--- src/rtl/sram_arbiter.sv ---
// Two-port arbiter/sequencer in front of a single SRAM controller user interface.
// Grants one request at a time, holds the access for ACCESS_CYCLES and inserts a turnaround cycle on direction change.
module sram_arbiter #(
  parameter int ACCESS_CYCLES = 2,
  parameter int FIXED_PRIO    = 0
) (
  input  logic        clk,
  input  logic        rst,
  input  logic        p0_req,
  input  logic        p0_we,
  input  logic [17:0] p0_addr,
  input  logic [15:0] p0_wdata,
  input  logic [1:0]  p0_be_n,
  output logic        p0_ack,
  output logic [15:0] p0_rdata,
  input  logic        p1_req,
  input  logic        p1_we,
  input  logic [17:0] p1_addr,
  input  logic [15:0] p1_wdata,
  input  logic [1:0]  p1_be_n,
  output logic        p1_ack,
  output logic [15:0] p1_rdata,
  output logic        ctl_read_en,
  output logic        ctl_wr_en,
  output logic [17:0] ctl_address,
  output logic [15:0] ctl_wr_data,
  output logic [1:0]  ctl_byte_en_n,
  input  logic [15:0] ctl_read_data,
  output logic        busy
);

  typedef enum logic [1:0] {IDLE, TURN, ACCESS} state_t;

  localparam logic [3:0] LAST_CNT = 4'(ACCESS_CYCLES - 1);

  state_t      state;
  logic [3:0]  cnt;
  logic        last_grant;
  logic        last_dir;
  logic        gnt_port;
  logic        gnt_we;

  logic        q0;
  logic        q1;
  logic        win;
  logic        sel_we;
  logic [17:0] sel_addr;
  logic [15:0] sel_wdata;
  logic [1:0]  sel_be_n;

  // A port whose ack is on the wire this cycle has already been served.
  assign q0 = p0_req & ~p0_ack;
  assign q1 = p1_req & ~p1_ack;

  always_comb begin
    if (FIXED_PRIO != 0)
      win = ~q0;
    else if (q0 & q1)
      win = ~last_grant;
    else
      win = q1;
    sel_we    = win ? p1_we    : p0_we;
    sel_addr  = win ? p1_addr  : p0_addr;
    sel_wdata = win ? p1_wdata : p0_wdata;
    sel_be_n  = win ? p1_be_n  : p0_be_n;
  end

  always_ff @(posedge clk) begin
    if (rst) begin
      state         <= IDLE;
      cnt           <= '0;
      last_grant    <= 1'b1;
      last_dir      <= 1'b0;
      gnt_port      <= 1'b0;
      gnt_we        <= 1'b0;
      ctl_read_en   <= 1'b0;
      ctl_wr_en     <= 1'b0;
      ctl_address   <= '0;
      ctl_wr_data   <= '0;
      ctl_byte_en_n <= 2'b11;
      p0_ack        <= 1'b0;
      p1_ack        <= 1'b0;
      p0_rdata      <= '0;
      p1_rdata      <= '0;
      busy          <= 1'b0;
    end else begin
      p0_ack <= 1'b0;
      p1_ack <= 1'b0;
      unique case (state)
        IDLE: begin
          if (q0 | q1) begin
            ctl_address   <= sel_addr;
            ctl_wr_data   <= sel_wdata;
            ctl_byte_en_n <= sel_be_n;
            gnt_port      <= win;
            gnt_we        <= sel_we;
            last_grant    <= win;
            cnt           <= '0;
            busy          <= 1'b1;
            if (sel_we != last_dir) begin
              state <= TURN;
            end else begin
              state       <= ACCESS;
              ctl_read_en <= ~sel_we;
              ctl_wr_en   <= sel_we;
            end
          end
        end
        TURN: begin
          state       <= ACCESS;
          ctl_read_en <= ~gnt_we;
          ctl_wr_en   <= gnt_we;
        end
        ACCESS: begin
          if (cnt == LAST_CNT) begin
            ctl_read_en <= 1'b0;
            ctl_wr_en   <= 1'b0;
            last_dir    <= gnt_we;
            busy        <= 1'b0;
            state       <= IDLE;
            if (gnt_port) p1_ack <= 1'b1;
            else          p0_ack <= 1'b1;
            if (!gnt_we && gnt_port)  p1_rdata <= ctl_read_data;
            if (!gnt_we && !gnt_port) p0_rdata <= ctl_read_data;
          end else begin
            cnt <= cnt + 4'd1;
          end
        end
        default: state <= IDLE;
      endcase
    end
  end

endmodule

--- config.mk ---
export PLATFORM = sky130hd
export DESIGN_NAME = sram_arbiter
export DESIGN_NICKNAME = d
export VERILOG_FILES = /design/src/rtl/sram_arbiter.sv
export SDC_FILE = /design/constraint.sdc
export NUM_CORES = 1
export LEC_CHECK = 0
export CORE_UTILIZATION = 41
export CTS_BUF_LIST = sky130_fd_sc_hd__clkbuf_8 sky130_fd_sc_hd__clkbuf_16
export DETAILED_ROUTE_END_ITERATION = 8
export MAX_ROUTING_LAYER = met4
export PLACE_DENSITY = 0.77
export SLEW_MARGIN = 20
export SYNTH_ARGS = -nofsm -noshare
export SYNTH_HDL_FRONTEND = slang
export SYNTH_SLANG_ARGS = --single-unit
export TNS_END_PERCENT = 100
--- constraint.sdc ---
create_clock -name clk -period 1.9 [get_ports clk]
set_input_delay 0.285 -clock clk [delete_from_list [all_inputs] [get_ports clk]]
set_output_delay 0.285 -clock clk [all_outputs]
set_load 0.01 [all_outputs]
==> metrics.yaml, run 1 <==
placed_design:
  dp_hpwl_um: 7660
  pre_cts_ws_ns: -0.140
  placed_area_um2: 5450
  dpl.cell_count: 703
  gp_congestion: 0.937
  portBuffers: 166
route:
  met3_length_um: 951
  vias_per_cell: 5.22
  highest_layer: "met4"
  wl_um: 10400
  wl_per_cell_um: 14.4
  drtPass1Iterations: 4
  drtIter0Drc: 105
  postRouteAntennaNets: 0
  met2_length_um: 4930
  drt-met1-wl_um: 4310
  num_vias: 3758
  remaining_drc_errors: 0
layout:
  final_nets: 710
  fin_area_um2: 5700
  layout-drive-gt1-share_pct: 8.46
  fillers: 658
  final_cell_mix: "clkdlybuf4s50_1, nand2_1, dfxtp_1"
  final_common_cell: "clkdlybuf4s50_1"
  n_antenna_cell: 0
  syn2layout_area_growth_pct: 59.6
  utilization_pct: 68.4
  stdcell_count: 720
synthesis:
  avgSynthCellArea_um2: 8.03
  synthAdderAreaFrac_pct: 2.10
  synthFlopType: "dfxtp_1"
  synth_seq_cells: 83
  syn-cell-area_um2: 3570
  synthArstFlopShare_pct: 0
  yosysTopAreaCell: "dfxtp_1"
  synth_top_family_by_area: "simple AND/OR/NAND/NOR gates"
  post_synth_and_or_nand_nor_area_fraction_pct: 25.6
  synth-edff-count: 0
  synth_xor_area_share_pct: 0.490
  synth_area_leaders: "dfxtp_1, nand2_1, a311oi_1, a21oi_1, nor2_1"
  synth-compound-area-share_pct: 20.5
  yosysTopAreaCellShare_pct: 46.5
  synthMuxAreaShare_pct: 0.315
  seq_area_frac_synth_pct: 46.5
  syn_inst: 445
  synth_nets: 545
  synth_warnings: 0
  synth_cell_types: 49
global_routing:
  grtUsageTotal_pct: 23.5
  grt_pass1_wl_um: 16200
  grt_pass1_vias: 3510
  globalRouteOverflowTotal: 0
  antenna_found_initial: 0
  grt_max_degree: 49
floorplanning:
  core_area_um2: 8340
  core.rowCount: 33
  ioPinCount: 167
  initial_core_util_pct: 42.8
  die_area_um2: 9090
  die_w_um: 95.4
  fp.dieH_um: 95.4
sta:
  finalSetupViolCount: 0
  post-route-worst-setup-slack_ns: 0.0659
  worst_slew_pin_slew_ns: 0.610
  maxSlewHeadroom_pct: 59.1
  maxSlewViolCount: 0
  hold_ws_ns: 0.381
  clock-skew-final_ns: 0.00911
  final.setup.tns_ns: 0
  fmax_ghz: 0.545
  fin_crit_ns: 1.83
  hold_violations: 0
  period_share_pct: 96.5
setup_path:
  worstPathCellList: "inv_1, ha_1, or3b_4, a32oi_4, a21oi_1, nor4_2, o21a_1"
  path_buf_inv: 1
  r2r-start: "cnt[1]"
  path_delay_family: "simple AND/OR/NAND/NOR gates"
  r2r_setup_slack_ns: 0.07
  crit_slowest_cell: "or3b_4"
  endpoint_kind: "flop"
  cp_num_cells: 7
  crit_fanout: 3
  cp.arrival_ns: 2.13
  reg2reg_to: "ctl_read_en"
  critical_path_class: "flop to flop"
  r2r_cells: 7
  start_kind: "flop"
  slowest_delay_ns: 0.41
  worst_ep_required_time_ns: 2.19
outcome:
  status: "complete, no violations"
pwr:
  power_density_nw_per_um2: 1130
  ir_drop_v: 0.000604
  power_leakage_nw: 2.11
  total_power_mw: 6.46
job:
  maxCapViolations: 0
clock_tree:
  cts_buffer_depth: 2
  root_buffer: "clkbuf_8"
  clk_latency_ns: 0.34
  htreeDepth: 3
  path_clk_slew_ns: 0.08
  clock-sinks: 83
  cts_tree: "built"
  cts_buffers: 9
worst_hold_path:
  hold_path.class: "input port to flop"
  hold_depth: 2
  hold_end: "cnt[1]"
  min_from: "rst"
## cells in the mapped netlist (2+ instances only)
cell and n:
nand3_1 3, o21a_1 3, nor4_2 2, buf_2 10, a311oi_1 35, a21oi_1 39
nor2_1 47, xor2_1 2, ha_1 6, clkbuf_1 17, nand2_1 145, a211o_1 2
buf_4 2, nand2b_1 4, inv_1 6, o21ai_0 2, nor2b_1 2, nor4_1 2
a211oi_1 4, dfxtp_1 83
## cell families (layout without fill, tap and decap cells)
family / after synthesis / in the layout
AO/OA/AOI/OAI: 100 / 100
XOR/XNOR: 2 / 2
flip-flops: 83 / 83
AND/OR/NAND/NOR: 216 / 216
multiplexers: 1 / 1
adder cells (fa/ha/maj): 6 / 6
buffers and inverters: 37 / 207
## per-layer routing
layer  vias up  track usage (%)
met5         -                -
met4         0             9.72
met3        20             6.86
met2       164             38.9
met1      1717             26.5
li1       1857                -
## power by group
part / switching [mW] / internal, mW
Clock: 0.611 / 0.768
Combinational: 1.28 / 1.43
Sequential: 0.246 / 2.12
Total: 2.14 / 4.32
## what timing repair did
item                       CTS  global route
pin swaps                    1             2
hold buffers                 0             0
setup endpoints to repair    2             5
gates cloned                 0             0
setup buffers                0             1
gates resized for setup      1             7
## cell type report
| type | instances | area (um2) | area share (%) |
|---|---|---|---|
| multi-input combinational | 325 | 1790 | 31.5 |
| clock inverter | 6 | 81.3 | 1.43 |
| sequential | 83 | 1660 | 29.2 |
| timing repair buffer | 185 | 1870 | 32.9 |
| clock buffer | 10 | 138 | 2.41 |
| tap | 105 | 131 | 2.30 |
| inverter | 6 | 22.5 | 0.395 |
## registers in the layout, indices dropped and copies added, names as in the netlist, 2 cells and up
register,count
cnt,4
ctl_byte_en_n,2
ctl_address,18
p0_rdata,16
state,2
p1_rdata,16
ctl_wr_data,16
## how the worst max path moves through the flow
stage                              to     start  slack (ns)
final                     ctl_read_en    cnt[1]        0.07
after detailed placement     state[1]    p1_req       -0.14
after CTS                      cnt[3]  state[0]       0.008
after global placement       state[1]    p1_req        -0.1
after floorplan                cnt[0]  state[0]        0.12
after global routing      ctl_read_en    cnt[1]       -0.01
(Power assumes the default switching activity.)
==> run 2: changes to the inputs <==
Settings changed: CORE_ASPECT_RATIO set to 1.5.
==> metrics.yaml, run 2 (synthesis results as in run 1) <==
sta:
  rsz0062_at_grt: "no"
  maxSlewHeadroom_pct: 63.8  # +4.7 points
  hold_violations: 0  # unchanged
  finalSetupViolCount: 0  # unchanged
  worst_slew_pin_slew_ns: 0.540  # -0.0695 ns
  fin_crit_ns: 1.77  # -0.0646 ns
  period_share_pct: 93.1  # -3.4 points
  final.setup.tns_ns: 0  # unchanged
  fmax_ghz: 0.565  # +3.7%
  maxSlewViolCount: 0  # unchanged
  clock-skew-final_ns: 0.00505  # -0.00405 ns
setup_path:
  endpoint_kind: "flop"
  critPathCapture: "busy"
  r2r-start: "cnt[1]"
  worst_ep_required_time_ns: 2.10  # -0.09 ns
  critical_path_class: "flop to flop"
  cp.arrival_ns: 1.97  # -0.16 ns
  crit_fanout: 4  # +1
  cp-startpoint: "cnt[1]"
  start_kind: "flop"
  reg2reg_to: "busy"
  r2r_cells: 7  # unchanged
  r2r_setup_slack_ns: 0.13  # +0.06 ns
clock_tree:
  cts_buffers: 9  # unchanged
  cts_setup_buffers: 0  # unchanged
  cts_buffer_depth: 2  # unchanged
  clk_latency_ns: 0.33  # about the same
  cts_tree: "built"
  postCtsResizedCells: 0  # -1
  cts_hold_buf: 0  # unchanged
  root_buffer: "clkbuf_16"
  path_clk_slew_ns: 0.06  # -0.02 ns
  htreeDepth: 3  # unchanged
  clock-sinks: 83  # unchanged
layout:
  final_cell_mix: "clkdlybuf4s50_1, nand2_1, dfxtp_1"
  final_nets: 709  # -0.14%
  utilization_pct: 68.4  # about the same
  register_area_um2: 1660  # unchanged
  multi_input_area_um2: 1790  # unchanged
  layout-drive-gt1-share_pct: 8.96  # +0.50 points
  top_register: "ctl_address"
  syn2layout_area_growth_pct: 60.9
  final_common_cell: "clkdlybuf4s50_1"
  n_antenna_cell: 0  # unchanged
  largest_reg_flops: 18  # unchanged
  fillers: 723  # +9.9%
placed_design:
  portBuffers: 166  # unchanged
  gp_congestion: 0.861  # -8.1%
  dp_hpwl_um: 7620  # -0.51%
global_routing:
  grtUsageTotal_pct: 24.3  # +0.79 points
  globalRouteOverflowTotal: 0  # unchanged
  grt_pass1_wl_um: 16700  # +2.7%
  antenna_found_initial: 0  # unchanged
  grt_pass1_vias: 3661  # +4.3%
  grt_max_degree: 42  # -14%
route:
  remaining_drc_errors: 0  # unchanged
  wl_per_cell_um: 14.1  # -2.2%
  drtPass1Iterations: 4  # unchanged
  vias_per_cell: 5.07  # -2.8%
  postRouteAntennaNets: 0  # unchanged
  drtIter0Drc: 125  # +19%
  wl_um: 10200  # -2.0%
  num_vias: 3659  # -2.6%
worst_hold_path:
  hold_path.class: "input port to flop"
  min_from: "rst"
floorplanning:
  core.rowCount: 41  # +24%
  core_area_um2: 8410  # +0.87%
  die_w_um: 78.2  # -18%
  ioPinCount: 167  # unchanged
  initial_core_util_pct: 42.5  # -0.37 points
  die_area_um2: 9100  # about the same
  fp.dieH_um: 116  # +22%
job:
  maxCapViolations: 0  # unchanged
pwr:
  power_leakage_nw: 2.14  # +1.2%
  power_density_nw_per_um2: 1170  # +3.4%
  total_power_mw: 6.73  # +4.2%
  ir_drop_v: 0.000631  # +4.6%
outcome:
  status: "complete, no violations"
run 2: cell types whose count changed in the layout (fill, tap and decap cells not counted), sizes merged:
cell,previous run,this run
inv,8,7
clkinv,2,3
bufinv,2,1
buf,20,19
clkinvlp,0,1
run 2: how the worst min path moves through the flow:
stage | end | slack [ns] | cells past startpoint
after floorplan | p0_rdata[0] | 0.42 | 2
after global placement | p1_rdata[6] | 0.44 | 2
after detailed placement | p0_rdata[8] | 0.45 | 2
after CTS | cnt[0] | 0.41 | 2
after global routing | busy | 0.44 | 2
final | cnt[0] | 0.42 | 2
run 2: area by class of cell:
type                            count  share of cell area, %
Tap cell                          107                   2.33
Clock inverter                      6                  0.979
Clock buffer                       10                   4.16
Multi-Input combinational cell    325                   31.2
Inverter                            6                  0.392
Timing Repair Buffer              184                   32.0
Sequential cell                    83                   28.9
run 2: critical path, stage by stage, from the launching register on:
cell     delay [ns]
dfxtp_1        0.32
inv_1          0.08
ha_2           0.19
or3b_4         0.39
a32o_2         0.26
o21ai_0        0.21
o21a_1         0.15
nor2_1         0.04
run 2: where the power goes:
| part | internal [mW] | leakage, nW | switching [mW] |
|---|---|---|---|
| registers | 2.12 | 0.680 | 0.245 |
| logic | 1.40 | 1.31 | 1.26 |
| clock network | 1.04 | 0.149 | 0.664 |
run 2: metrics by stage:
| step | std cells | hold slack (ns) | setup slack, ns | cell area (um2) |
|---|---|---|---|---|
| floorplan | 445 | 0.421 | 0.122 | 3570 |
| global placement | 705 | 0.441 | -0.119 | 5420 |
| detailed placement | 705 | 0.448 | -0.162 | 5420 |
| CTS | 721 | 0.413 | 0.0483 | 5720 |
| global route | 721 | 0.445 | 0.00141 | 5750 |
| finish | 721 | 0.420 | 0.131 | 5750 |
run 2: layer usage:
metal  GRT usage (%)  wire, um
met4            11.5       314
met3            7.42       742
met1            25.8      4100
met5               -         0
met2            41.2      5040
==> run 3: changes to the inputs <==
Settings changed: CORE_MARGIN set to 4.
==> metrics.yaml, run 3 (synthesis results as in run 1) <==
outcome:
  status: "complete, no violations"
placed_design:
  portBuffers: 166  # unchanged
  gp_congestion: 0.850  # -1.3%
  placed_area_um2: 5470  # +0.78%
  pre_cts_ws_ns: -0.151  # +0.0114 ns
  dp_hpwl_um: 8260  # +8.4%
  dpl.cell_count: 709  # +0.57%
job:
  maxCapViolations: 0  # unchanged
pwr:
  ir_drop_v: 0.000606  # -3.9%
  power_density_nw_per_um2: 1210  # +3.0%
  power_leakage_nw: 2.18  # +1.9%
setup_path:
  critPathCapture: "ctl_read_en"
  cp-startpoint: "cnt[1]"
  crit_fanout: 3  # -1
  cp.arrival_ns: 2.10  # +0.13 ns
  worst_ep_required_time_ns: 2.18  # +0.08 ns
  start_kind: "flop"
  r2r_cells: 7  # unchanged
  critical_path_class: "flop to flop"
  reg2reg_to: "ctl_read_en"
  endpoint_kind: "flop"
  r2r-start: "cnt[1]"
  r2r_setup_slack_ns: 0.08  # -0.05 ns
layout:
  multi_input_area_um2: 1810  # +1.0%
  utilization_pct: 69.2  # +0.81 points
  register_area_um2: 1660  # about the same
  syn2layout_area_growth_pct: 63.8
  fin_area_um2: 5850  # +1.8%
  largest_reg_flops: 18  # unchanged
  final_nets: 714  # +0.71%
  n_antenna_cell: 0  # unchanged
  layout-drive-gt1-share_pct: 9.69  # +0.74 points
  top_register: "ctl_address"
  fillers: 678  # -6.2%
  final_common_cell: "clkdlybuf4s50_1"
  final_cell_mix: "clkdlybuf4s50_1, nand2_1, dfxtp_1"
  stdcell_count: 726  # +0.69%
route:
  vias_per_cell: 5.18  # +2.0%
  remaining_drc_errors: 0  # unchanged
  drtIter0Drc: 152  # +22%
  wl_um: 10900  # +6.6%
  wl_per_cell_um: 15.0  # +5.9%
  drtPass1Iterations: 4  # unchanged
  num_vias: 3758  # +2.7%
  postRouteAntennaNets: 0  # unchanged
floorplanning:
  core_area_um2: 8460  # +0.61%
  initial_core_util_pct: 42.2  # -0.26 points
  core.rowCount: 41  # unchanged
  fp.dieH_um: 122  # +5.2%
  die_area_um2: 10300  # +13%
  die_w_um: 84.2  # +7.7%
  ioPinCount: 167  # unchanged
sta:
  rsz0062_at_grt: "no"
  finalSetupViolCount: 0  # unchanged
  worst_slew_pin_slew_ns: 0.749  # +0.209 ns
  fin_crit_ns: 1.82  # +0.0491 ns
  period_share_pct: 95.7  # +2.6 points
  maxSlewViolCount: 0  # unchanged
  fmax_ghz: 0.550  # -2.7%
  post-route-worst-setup-slack_ns: 0.0815  # -0.0491 ns
  maxSlewHeadroom_pct: 50.1  # -14 points
  hold_violations: 0  # unchanged
  clock-skew-final_ns: 0.00544  # +0.000381 ns
global_routing:
  grt_pass1_vias: 3746  # +2.3%
  grtUsageTotal_pct: 21.5  # -2.8 points
  grt_pass1_wl_um: 17300  # +3.4%
  globalRouteOverflowTotal: 0  # unchanged
  antenna_found_initial: 0  # unchanged
  grt_max_degree: 39  # -7.1%
worst_hold_path:
  hold_path.class: "flop to flop"
  min_from: "p0_rdata[9]"
clock_tree:
  clock-sinks: 83  # unchanged
  path_clk_slew_ns: 0.06  # about the same
  cts_buffers: 9  # unchanged
  cts_buffer_depth: 2  # unchanged
  htreeDepth: 3  # unchanged
  cts_tree: "built"
  root_buffer: "clkbuf_16"
  clk_latency_ns: 0.33  # about the same
[run 3: critical path, cell delays in order (launching register included)]
cell,delay (ns)
dfxtp_1,0.33
inv_1,0.08
ha_1,0.17
or3b_4,0.41
a32oi_4,0.25
a21oi_2,0.11
nor4_2,0.27
o21a_1,0.16
[run 3: per-stage QoR]
step	total power [mW]	setup TNS, ns	hold slack [ns]
final	7.06	0	0.450
after global routing	7.44	0	0.468
after CTS	7.01	0	0.453
after detailed placement	5.09	-0.829	0.446
after global placement	5.03	-0.233	0.442
after floorplan	3.70	0	0.421
[run 3: how the worst min path moves through the flow]
stage              endpoint  slack [ns]  cells past startpoint
2_1_floorplan   p0_rdata[0]        0.42                      2
3_3_place_gp   p1_rdata[10]        0.44                      2
3_5_place_dp    p0_rdata[9]        0.45                      2
4_1_cts         p0_rdata[9]        0.45                      2
5_1_grt         p0_rdata[9]        0.47                      2
6_report        p0_rdata[9]        0.45                      2
[run 3: layout make-up]
cell class	count	area share [%]
Multi-Input combinational cell	325	31.0
Timing Repair Buffer	189	32.3
Inverter	6	0.385
Tap cell	107	2.29
Sequential cell	83	28.4
Clock buffer	11	4.32
Clock inverter	5	1.30
[run 3: per-layer routing]
layer,vias to the layer above,track usage [%],part of all wire [%]
li1,1868,-,-
met1,1700,22.6,39
met2,172,36.5,48
met3,18,8.06,11
met4,0,8.65,2.4
met5,-,-,0
[run 3: timing repair]
item / CTS / global route
cloned: 0 / 0
setup endpoints to repair: 4 / 6
gates resized for setup: 2 / 10
setup buffers: 0 / 1
hold endpoints to repair: 0 / 0
pin swaps: 1 / 4
hold buffers: 0 / 0
[run 3: where the power goes]
| group | leakage [nW] | total, mW | switching, mW | internal, mW |
|---|---|---|---|---|
| clock network | 0.163 | 1.88 | 0.663 | 1.21 |
| logic | 1.34 | 2.81 | 1.32 | 1.49 |
| registers | 0.681 | 2.37 | 0.246 | 2.13 |
